## src/rtl/shift_seq.sv

```systemverilog
// Multi-cycle shift sequencer: walks a 0..31 shift in steps of up to 3 bits per clock.
// Optional rotate-right support is compiled in with the SHIFT_SEQ_ROTR_EN macro.
module shift_seq #(
    parameter int D_WIDTH  = 32,
    parameter int SH_WIDTH = 5,
    parameter int STEP_MAX = 3
) (
    input  logic                CLK,
    input  logic                RST,
    input  logic                START,
    input  logic [1:0]          OP,
    input  logic [SH_WIDTH-1:0] SHAMT,
    input  logic [D_WIDTH-1:0]  D_IN,
    output logic                BUSY,
    output logic                DONE,
    output logic [2:0]          BS_AMT,
    output logic [D_WIDTH-1:0]  D_OUT
);

    typedef enum logic [1:0] {
        ST_IDLE  = 2'd0,
        ST_SHIFT = 2'd1,
        ST_DONE  = 2'd2
    } state_t;

    localparam logic [1:0] OP_SLL  = 2'b00;
    localparam logic [1:0] OP_SRL  = 2'b01;
    localparam logic [1:0] OP_SRA  = 2'b10;
    localparam logic [1:0] OP_ROTR = 2'b11;

    state_t              state_q, state_d;
    logic [D_WIDTH-1:0]  opnd_q, opnd_d;
    logic [SH_WIDTH-1:0] rem_q, rem_d;
    logic [1:0]          op_q, op_d;
    logic [D_WIDTH-1:0]  dout_q, dout_d;
    logic [1:0]          step;
    logic                rotrBypass;

    // Without rotate support an OP=11 request completes immediately with the operand untouched.
`ifdef SHIFT_SEQ_ROTR_EN
    assign rotrBypass = 1'b0;
`else
    assign rotrBypass = (OP == OP_ROTR);
`endif

    assign step = (rem_q >= SH_WIDTH'(STEP_MAX)) ? 2'(STEP_MAX) : rem_q[1:0];

    function automatic logic [D_WIDTH-1:0] stepShift(
        input logic [D_WIDTH-1:0] x,
        input logic [1:0]         op,
        input logic [1:0]         s
    );
        logic [D_WIDTH-1:0] r;
        r = x;
        case (op)
            OP_SLL: r = x << s;
            OP_SRL: r = x >> s;
            OP_SRA: r = $signed(x) >>> s;
`ifdef SHIFT_SEQ_ROTR_EN
            OP_ROTR: begin
                case (s)
                    2'd1:    r = {x[0],   x[D_WIDTH-1:1]};
                    2'd2:    r = {x[1:0], x[D_WIDTH-1:2]};
                    2'd3:    r = {x[2:0], x[D_WIDTH-1:3]};
                    default: r = x;
                endcase
            end
`endif
            default: r = x;
        endcase
        return r;
    endfunction

    always_ff @(posedge CLK or posedge RST) begin
        if (RST) begin
            state_q <= ST_IDLE;
            opnd_q  <= '0;
            rem_q   <= '0;
            op_q    <= '0;
            dout_q  <= '0;
        end else begin
            state_q <= state_d;
            opnd_q  <= opnd_d;
            rem_q   <= rem_d;
            op_q    <= op_d;
            dout_q  <= dout_d;
        end
    end

    always_comb begin
        state_d = state_q;
        opnd_d  = opnd_q;
        rem_d   = rem_q;
        op_d    = op_q;
        dout_d  = dout_q;
        case (state_q)
            ST_IDLE: begin
                if (START) begin
                    opnd_d = D_IN;
                    op_d   = OP;
                    rem_d  = SHAMT;
                    if ((SHAMT == '0) || rotrBypass) begin
                        rem_d   = '0;
                        dout_d  = D_IN;
                        state_d = ST_DONE;
                    end else begin
                        state_d = ST_SHIFT;
                    end
                end
            end
            ST_SHIFT: begin
                opnd_d = stepShift(opnd_q, op_q, step);
                rem_d  = rem_q - SH_WIDTH'(step);
                // Result is captured on the same edge that consumes the last step.
                if (rem_d == '0) begin
                    dout_d  = opnd_d;
                    state_d = ST_DONE;
                end
            end
            ST_DONE: state_d = ST_IDLE;
            default: state_d = ST_IDLE;
        endcase
    end

    always_comb begin
        BUSY   = (state_q != ST_IDLE);
        DONE   = (state_q == ST_DONE);
        D_OUT  = dout_q;
        BS_AMT = 3'b000;
        if (state_q == ST_SHIFT) begin
            case (step)
                2'd3:    BS_AMT = 3'b110;
                2'd2:    BS_AMT = 3'b100;
                2'd1:    BS_AMT = 3'b010;
                default: BS_AMT = 3'b000;
            endcase
        end
    end

endmodule

```

## config.mk

```make
export PLATFORM = sky130hd
export DESIGN_NAME = shift_seq
export DESIGN_NICKNAME = d
export VERILOG_FILES = /design/src/rtl/shift_seq.sv
export SDC_FILE = /design/constraint.sdc
export NUM_CORES = 1
export LEC_CHECK = 0
export BUFFER_PORTS_ARGS = -buffer_cell sky130_fd_sc_hd__buf_4
export CORE_MARGIN = 4
export CORE_UTILIZATION = 35
export CTS_CLUSTER_DIAMETER = 200
export CTS_CLUSTER_SIZE = 40
export DETAILED_ROUTE_END_ITERATION = 8
export HOLD_SLACK_MARGIN = 0.1
export RECOVER_POWER = 25
export REMOVE_ABC_BUFFERS = 1
export SYNTH_ARGS = -nofsm -noshare
export SYNTH_HDL_FRONTEND = slang
export SYNTH_SLANG_ARGS = --single-unit
```

## constraint.sdc

```tcl
create_clock -name CLK -period 3.99 [get_ports CLK]
set_clock_uncertainty 0.1 [all_clocks]
set_input_delay 0.798 -clock CLK [delete_from_list [all_inputs] [get_ports CLK]]
set_output_delay 0.798 -clock CLK [all_outputs]
set_load 0.05 [all_outputs]
```

==> impl_results.md, run 1 <==
* Total congestion overflow at 0
* Clock sinks at 73
* Reg-to-Reg Start: op_q[0]$_DFFE_PP0P_
* Clk slew on worst S/H paths at roughly 0.060 ns
* Final setup fails at 0
* Main synth FF type: dfrtp_1
* Post-CTS Hold Buffers at 0
* Detailed Route Iter0 Violations at roughly 580
* WHS Endpoint: D_OUT[21]$_DFFE_PP0P_
* Final nets at 780
* Max Clock Freq at just under 300 MHz
* Cell row count at 46
* Initial antenna violation count at 0
* Avg Inst Size Synth at 8.11 µm²
* Global Route Usage Sum at 22.7%
* Synth Area in Compound Gates at around 34%
* Post-synthesis cell type count at 70
* XOR/XNOR share of the synthesized area at 0.300%
* Worst Reg2Reg Path Length in Cells at 6
* Seq. cell area at 1830 µm²
* Setup crit end kind: register
* Yosys warns at 0
* Chip height at 137 µm
* Layout area overhead at 16.0%
* Final hold slack at a little under 0.4 ns
* Synth Instances at 720
* Crit path max fanout at 16
* Antenna viol nets, final at 0
* Grt met3 use at 4.78%
* Post-CTS Setup Inserts at 0
* Max_cap viols at 1
* Synth area leader: dfrtp_1
* Most numerous cell in the Yosys netlist: nand2_1
* Final HPWL DP at 14100 µm
* Sequential fraction of the synthesis area at a little under a third
* Vias in the first global route at 5900
* Reg-to-reg slack, setup at 0.60 ns
* Initial core utilization at between 30% and 40%
* Vias per cell at between 6 and 7
* Synthesis-stage register bit count at 73
* Largest family of logic cells by synthesized area: compound AO/OA/AOI/OAI gates
* Io pins at 79
* Largest net degree at the start of global routing at 54
* Tmin final at 3.39 ns
* GRT busiest layer: met2
* Fin util at 42.0%
* WL/cell at 22.2 µm
* Area contributors post-synth: dfrtp_1 31%, nand2_1 5.7%, mux2i_1 5.5%, a31oi_1 3.9%, o21ai_1 3.8%
* Slowest CP cell: clkbuf_1
* Slowest Stage Delay on Critical Path at 0.80 ns
* Worst path required time at 4.11 ns
* Core Box Area at between 15000 and 20000 µm²
* Failing checks: capacitance limit
* Startpoint type of the worst setup path: register
* Die ar. at 18800 µm²
* CTS tree: built
* Root buf cell: clkbuf_16
* Final wirelength at 21300 µm
* RR Endpoint: D_OUT[9]$_DFFE_PP0P_
* EDFF count, synth at 0
* Post-synth ARST share at 100%
* Worst min path class: register to register
* Buffers on Ports at 77
* Area of the multi-input gates at 3560 µm²
* Placer Congestion at around 0.94
* Fill cells at 1667
* Hold path start: D_OUT[21]$_DFFE_PP0P_
* CTS-repair resized insts at 0
* Hold path cells at 2
* CTS buffer count at 9
* DRT Pass-1 Iters at 5
* M1 GR Usage at between 30% and 40%
* Crit path DAT at between 3 and 4 ns
* Share of cells above drive strength 1 at 20.1%
* WS Path Type: register to register
* Tcrit/Tclk final at 85.0%
* CTS H-tree depth at 3
* Fin. max-slew vios at 0
* Worst Tran Pin Value at 1.47 ns
* First-pass GRT wire length at 33500 µm
* Post-synth top area share at between 30% and 40%
* Met2 Resource Use GR at between 30% and 40%
* Worst path cell trace: clkbuf_1, xnor2_1, nor2_1, nand3_1, a32oi_1, o21ai_1
* Cell area after synthesis at 5840 µm²
* DIE WIDTH at 137 µm
* Run status: complete, but fails checks
* Count of final hold-check violations at 0
* RSZ-0062 raised after global routing: no
* List of most frequent post-synthesis cells: 88 x nand2_1, 73 x dfrtp_1, 55 x clkbuf_1, 53 x nor2_1, 44 x o21ai_1
* Area share of fa/ha/maj cells after synthesis at 0.214%
* Clock tree buffer depth at 2
* Clk Latency, worst-skew pair at 0.35 ns
* Relative slew margins at approximately 1.8%
* Antenna Cells at 0
* DRC Markers at 0
* Total number of vias at ~6100
* Mux contribution to synthesized area at under 10%
* Setup TNS at 0 ns
* Simple-gate share of the synthesized area at 15.9%
## area by class of cell
type	count	share of cell area, %
flip-flops and latches	73	27.0
well taps	216	3.99
clock buffers	11	3.58
repair buffers	96	10.5
inverters	14	0.794
multi-input cells	543	52.6
clock inverters	5	1.51
## cells in the final DEF, fill, tap and decap left out, drive strengths merged, types with 5 or more instances in the layout
cell and instances:
clkbuf 14, o32ai 6, nand3 13, mux2 10, dfrtp 73, nor2 53, o211ai 5, o221ai 12
o31ai 5, mux2i 32, o41a 6, o22ai 10, and2 7, a2111oi 7, o21ai 85, a211oi 27
a21oi 30, nor2b 10, o2bb2ai 13, nor3 11, mux4 6, a221oi 7, a31oi 36, buf 93
nand2 88, inv 12
## worst max-delay path by stage
stage | start | endpoint | slack (ns) | cells past startpoint
6_report | op_q[0]$_DFFE_PP0P_ | D_OUT[9]$_DFFE_PP0P_ | 0.60 | 6
5_1_grt | rem_q[3]$_DFFE_PP0P_ | D_OUT[20]$_DFFE_PP0P_ | 0.41 | 11
4_1_cts | rem_q[2]$_DFFE_PP0P_ | BS_AMT[1] | 0.67 | 4
3_5_place_dp | rem_q[3]$_DFFE_PP0P_ | D_OUT[20]$_DFFE_PP0P_ | 0.76 | 9
3_3_place_gp | rem_q[3]$_DFFE_PP0P_ | D_OUT[2]$_DFFE_PP0P_ | 0.94 | 9
2_1_floorplan | rem_q[0]$_DFFE_PP0P_ | BS_AMT[1] | -3.72 | 2
## metrics by stage
stage | instances | area [µm²] | worst slack (ns)
2_1_floorplan | 630 | 5420 | -3.72
3_3_place_gp | 942 | 6450 | 0.936
3_5_place_dp | 942 | 6450 | 0.760
4_1_cts | 958 | 6790 | 0.666
5_1_grt | 958 | 6770 | 0.411
6_report | 958 | 6770 | 0.600
## sequential cells by signal (all words and copies together) (netlist names)
register / count
D_OUT: 32
opnd_q: 32
rem_q: 5
op_q: 2
state_q: 2
## routing by layer
layer,up-vias,wire (µm)
li1,2733,-
met1,2999,9460
met2,307,9640
met3,56,1670
met4,0,543
met5,-,0
## cells by family after synthesis
kind of cell    count (synthesis)
other cells                     1
compound gates                285
buf+inv                       104
simple gates                  206
mux                            48
flops                          73
xor+xnor                        2
fa+ha+maj                       1
## worst max-delay path: cells and delay by family, from the launching register on
kind	cells	cell delay (ns)
DFF	1	0.78
and+or+nand+nor	2	0.65
buffers and inverters	1	0.80
AOI/OAI and AO/OA	2	0.47
xor gates and xnor gates	1	0.44
Power of run 1 is left out: the tool's default activity adds up to more than one toggle a clock period on the data nets, which glitch-free logic cannot reach.
==> inputs of run 2 (changes only) <==
Settings changed: ABC_AREA from default to 1.
Clock period 3.99 ns to 3.6 ns, I/O delays scaled along.
==> impl_results.md, run 2 <==
* Antenna Cells at 0 (unchanged)
* Met2 Resource Use GR at 29.9% (-4.4 points)
* Clk Latency, worst-skew pair at 0.35 ns (about the same)
* WL/cell at 13.7 µm (-38%)
* Layout area overhead at 18.5%
* Fill cells at 1637 (-1.8%)
* DIE WIDTH at 131 µm (-4.1%)
* Crit path max fanout at 19 (+3)
* Core Box Area at 14800 µm² (-8.4%)
* Vias per cell at 4.96 (-22%)
* RSZ-0062 raised after global routing: no
* Most numerous cell in the Yosys netlist: nand2_1
* Initial core utilization at 36.2% (-0.050 points)
* Buffers on Ports at 77 (unchanged)
* Run status: complete, but fails checks
* Final HPWL DP at 10700 µm (-24%)
* Tcrit/Tclk final at 79.3%
* Placement Cell Area at 6040 µm² (-6.2%)
* List of most frequent post-synthesis cells: 400 x nand2_1, 133 x nor2_1, 73 x dfrtp_1, 67 x nand3_1, 51 x inv_1
* Relative slew margins at -26.7% (-29 points)
* Fin. max-slew vios at 66 (+66)
* CTS-repair resized insts at 0 (unchanged)
* Root buf cell: clkbuf_16
* M1 GR Usage at 24.9% (-6.7 points)
* Chip height at 131 µm (-4.1%)
* Post-synth top area share at 34.2% (+2.9 points)
* First-pass GRT wire length at 26600 µm (-21%)
* Io pins at 79 (unchanged)
* Final wirelength at 15700 µm (-26%)
* Synth area leader: dfrtp_1
* Post-synthesis cell type count at 29 (-59%)
* Avg Inst Size Synth at 5.94 µm² (-27%)
* CP Buf/Inv Count at 3 (+2)
* Post-synth ARST share at 100% (unchanged)
* GRT busiest layer: met2
* Yosys warns at 0 (unchanged)
* Synthesis-stage register bit count at 73 (unchanged)
* Cell row count at 44 (-4.3%)
* Max_cap viols at 2 (+1)
* DRT Pass-1 Iters at 5 (unchanged)
* Total number of vias at 5672 (-6.9%)
* Slowest CP cell: nand4_1
* Crit path DAT at 2.04 ns (-1.47 ns)
* Count of final hold-check violations at 0 (unchanged)
* Clock tree buffer depth at 2 (unchanged)
* Failing checks: capacitance limit, slew limit
* WS Path Type: register to output pin
* Most common cell after layout, fill and taps aside: nand2_1
* Final non-filler cell total at 1144 (+19%)
* Global Route Usage Sum at 18.4% (-4.3 points)
* Setup crit end kind: output pin
* Vias in the first global route at 5481 (-7.1%)
* Final setup fails at 0 (unchanged)
* Max Clock Freq at ~350 MHz
* Clock sinks at 73 (unchanged)
* Post-CTS Hold Buffers at 0 (unchanged)
* Die ar. at 17300 µm² (-8.1%)
* Cell area after synthesis at 5340 µm² (-8.6%)
* Detailed Route Iter0 Violations at 393 (-32%)
* Final nets at 998 (+28%)
* DRC Markers at 0 (unchanged)
* CTS buffer count at 9 (unchanged)
* Worst min path class: input port to async pin
* Commonest cells after routing, fill and taps aside: 400 x nand2_1, 133 x nor2_1, 91 x buf_4
* Grt met3 use at 2.91% (-1.9 points)
* Placed insts at 1128 (+20%)
* Post-layout instance area at 6330 µm² (-6.6%)
* Post-CTS Setup Inserts at 0 (unchanged)
* Top Family by Delay on Critical Path: simple AND/OR/NAND/NOR gates
* EDFF count, synth at 0 (unchanged)
* Slowest Stage Delay on Critical Path at 0.52 ns (-0.28 ns)
* Area contributors post-synth: dfrtp_1 34%, nand2_1 28%, nor2_1 9.4%, nand3_1 6.3%, nand4_1 4.2%
* Placer Congestion at 0.904 (-3.3%)
* CTS H-tree depth at 3 (unchanged)
* Initial antenna violation count at 0 (unchanged)
* Startpoint type of the worst setup path: register
* Largest net degree at the start of global routing at 66 (+22%)
* Clk slew on worst S/H paths at 0.06 ns (about the same)
* Sequential fraction of the synthesis area at 34.2% (+2.9 points)
* Antenna viol nets, final at 0 (unchanged)
* Synth Instances at 898 (+25%)
* Worst path cell trace: inv_2, nand4_1, nand2_1, inv_1, buf_4
* Worst Tran Pin Value at 1.90 ns (+0.429 ns)
* Tmin final at 2.86 ns
* Share of cells above drive strength 1 at 14.2% (-5.9 points)
* Main synth FF type: dfrtp_1
* Total congestion overflow at 0 (unchanged)
* CTS tree: built
* Worst path required time at 2.78 ns (-1.33 ns)
run 2: metal layers:
metal | vias up | share of wire, %
li1 | 2935 | -
met1 | 2568 | 48
met2 | 151 | 45
met3 | 18 | 5.5
met4 | 0 | 1.6
met5 | - | 0
run 2: path summary, 6_finish.rpt:
check | start | end | slack, ns | cells past startpoint
max | rem_q[2]$_DFFE_PP0P_ | BS_AMT[2] | 0.74 | 5
min | RST | D_OUT[21]$_DFFE_PP0P_ | 0.26 | 2
max reg2reg | rem_q[2]$_DFFE_PP0P_ | opnd_q[27]$_DFFE_PP0P_ | 0.86 | 10
min reg2reg | opnd_q[19]$_DFFE_PP0P_ | opnd_q[19]$_DFFE_PP0P_ | 0.38 | 2
max in group asynchronous | RST | D_OUT[15]$_DFFE_PP0P_ | 1.02 | 3
min in group CLK | opnd_q[19]$_DFFE_PP0P_ | opnd_q[19]$_DFFE_PP0P_ | 0.38 | 2
run 2: cells by family after synthesis:
kind of cell    synth area share [%]
compound gates                  5.81
xor+xnor                       0.328
fa+ha+maj                      0.234
buf+inv                         8.51
flops                           34.2
mux                            0.211
other cells                   0.0703
simple gates                    50.6
run 2: cell type report:
cell class                      count  area (µm²)  area share, %
Timing Repair Buffer               94         698           11.0
Clock buffer                       13         250           3.95
Clock inverter                      3        40.0          0.633
Inverter                           60         225           3.56
Multi-Input combinational cell    717        3060           48.3
Sequential cell                    73        1830           28.9
Tap cell                          184         230           3.64
run 2: metrics by stage:
| step | TNS [ns] | utilization, % | setup slack [ns] | hold WS (ns) |
|---|---|---|---|---|
| 3_5_place_dp | 0 | 41.0 | 0.887 | 0.366 |
| 3_3_place_gp | 0 | 41.0 | 1.00 | 0.362 |
| 5_1_grt | 0 | 42.9 | 0.444 | 0.304 |
| 4_1_cts | 0 | 42.9 | 0.724 | 0.182 |
| 6_report | 0 | 42.9 | 0.745 | 0.262 |
| 2_1_floorplan | -4.09 | - | -0.128 | 0.349 |
run 2: worst register-to-register path, cell delays in order (launching register included):
cell and delay [ns]:
dfrtp_1 0.40, inv_2 0.29, nand4_1 0.52, nand2_2 0.60
inv_1 0.18, nand2_1 0.09, nand3_1 0.06, o21ai_1 0.18
nand2_1 0.09, nand2_1 0.06, nand2_1 0.05
Power of run 2 is left out for the same reason.
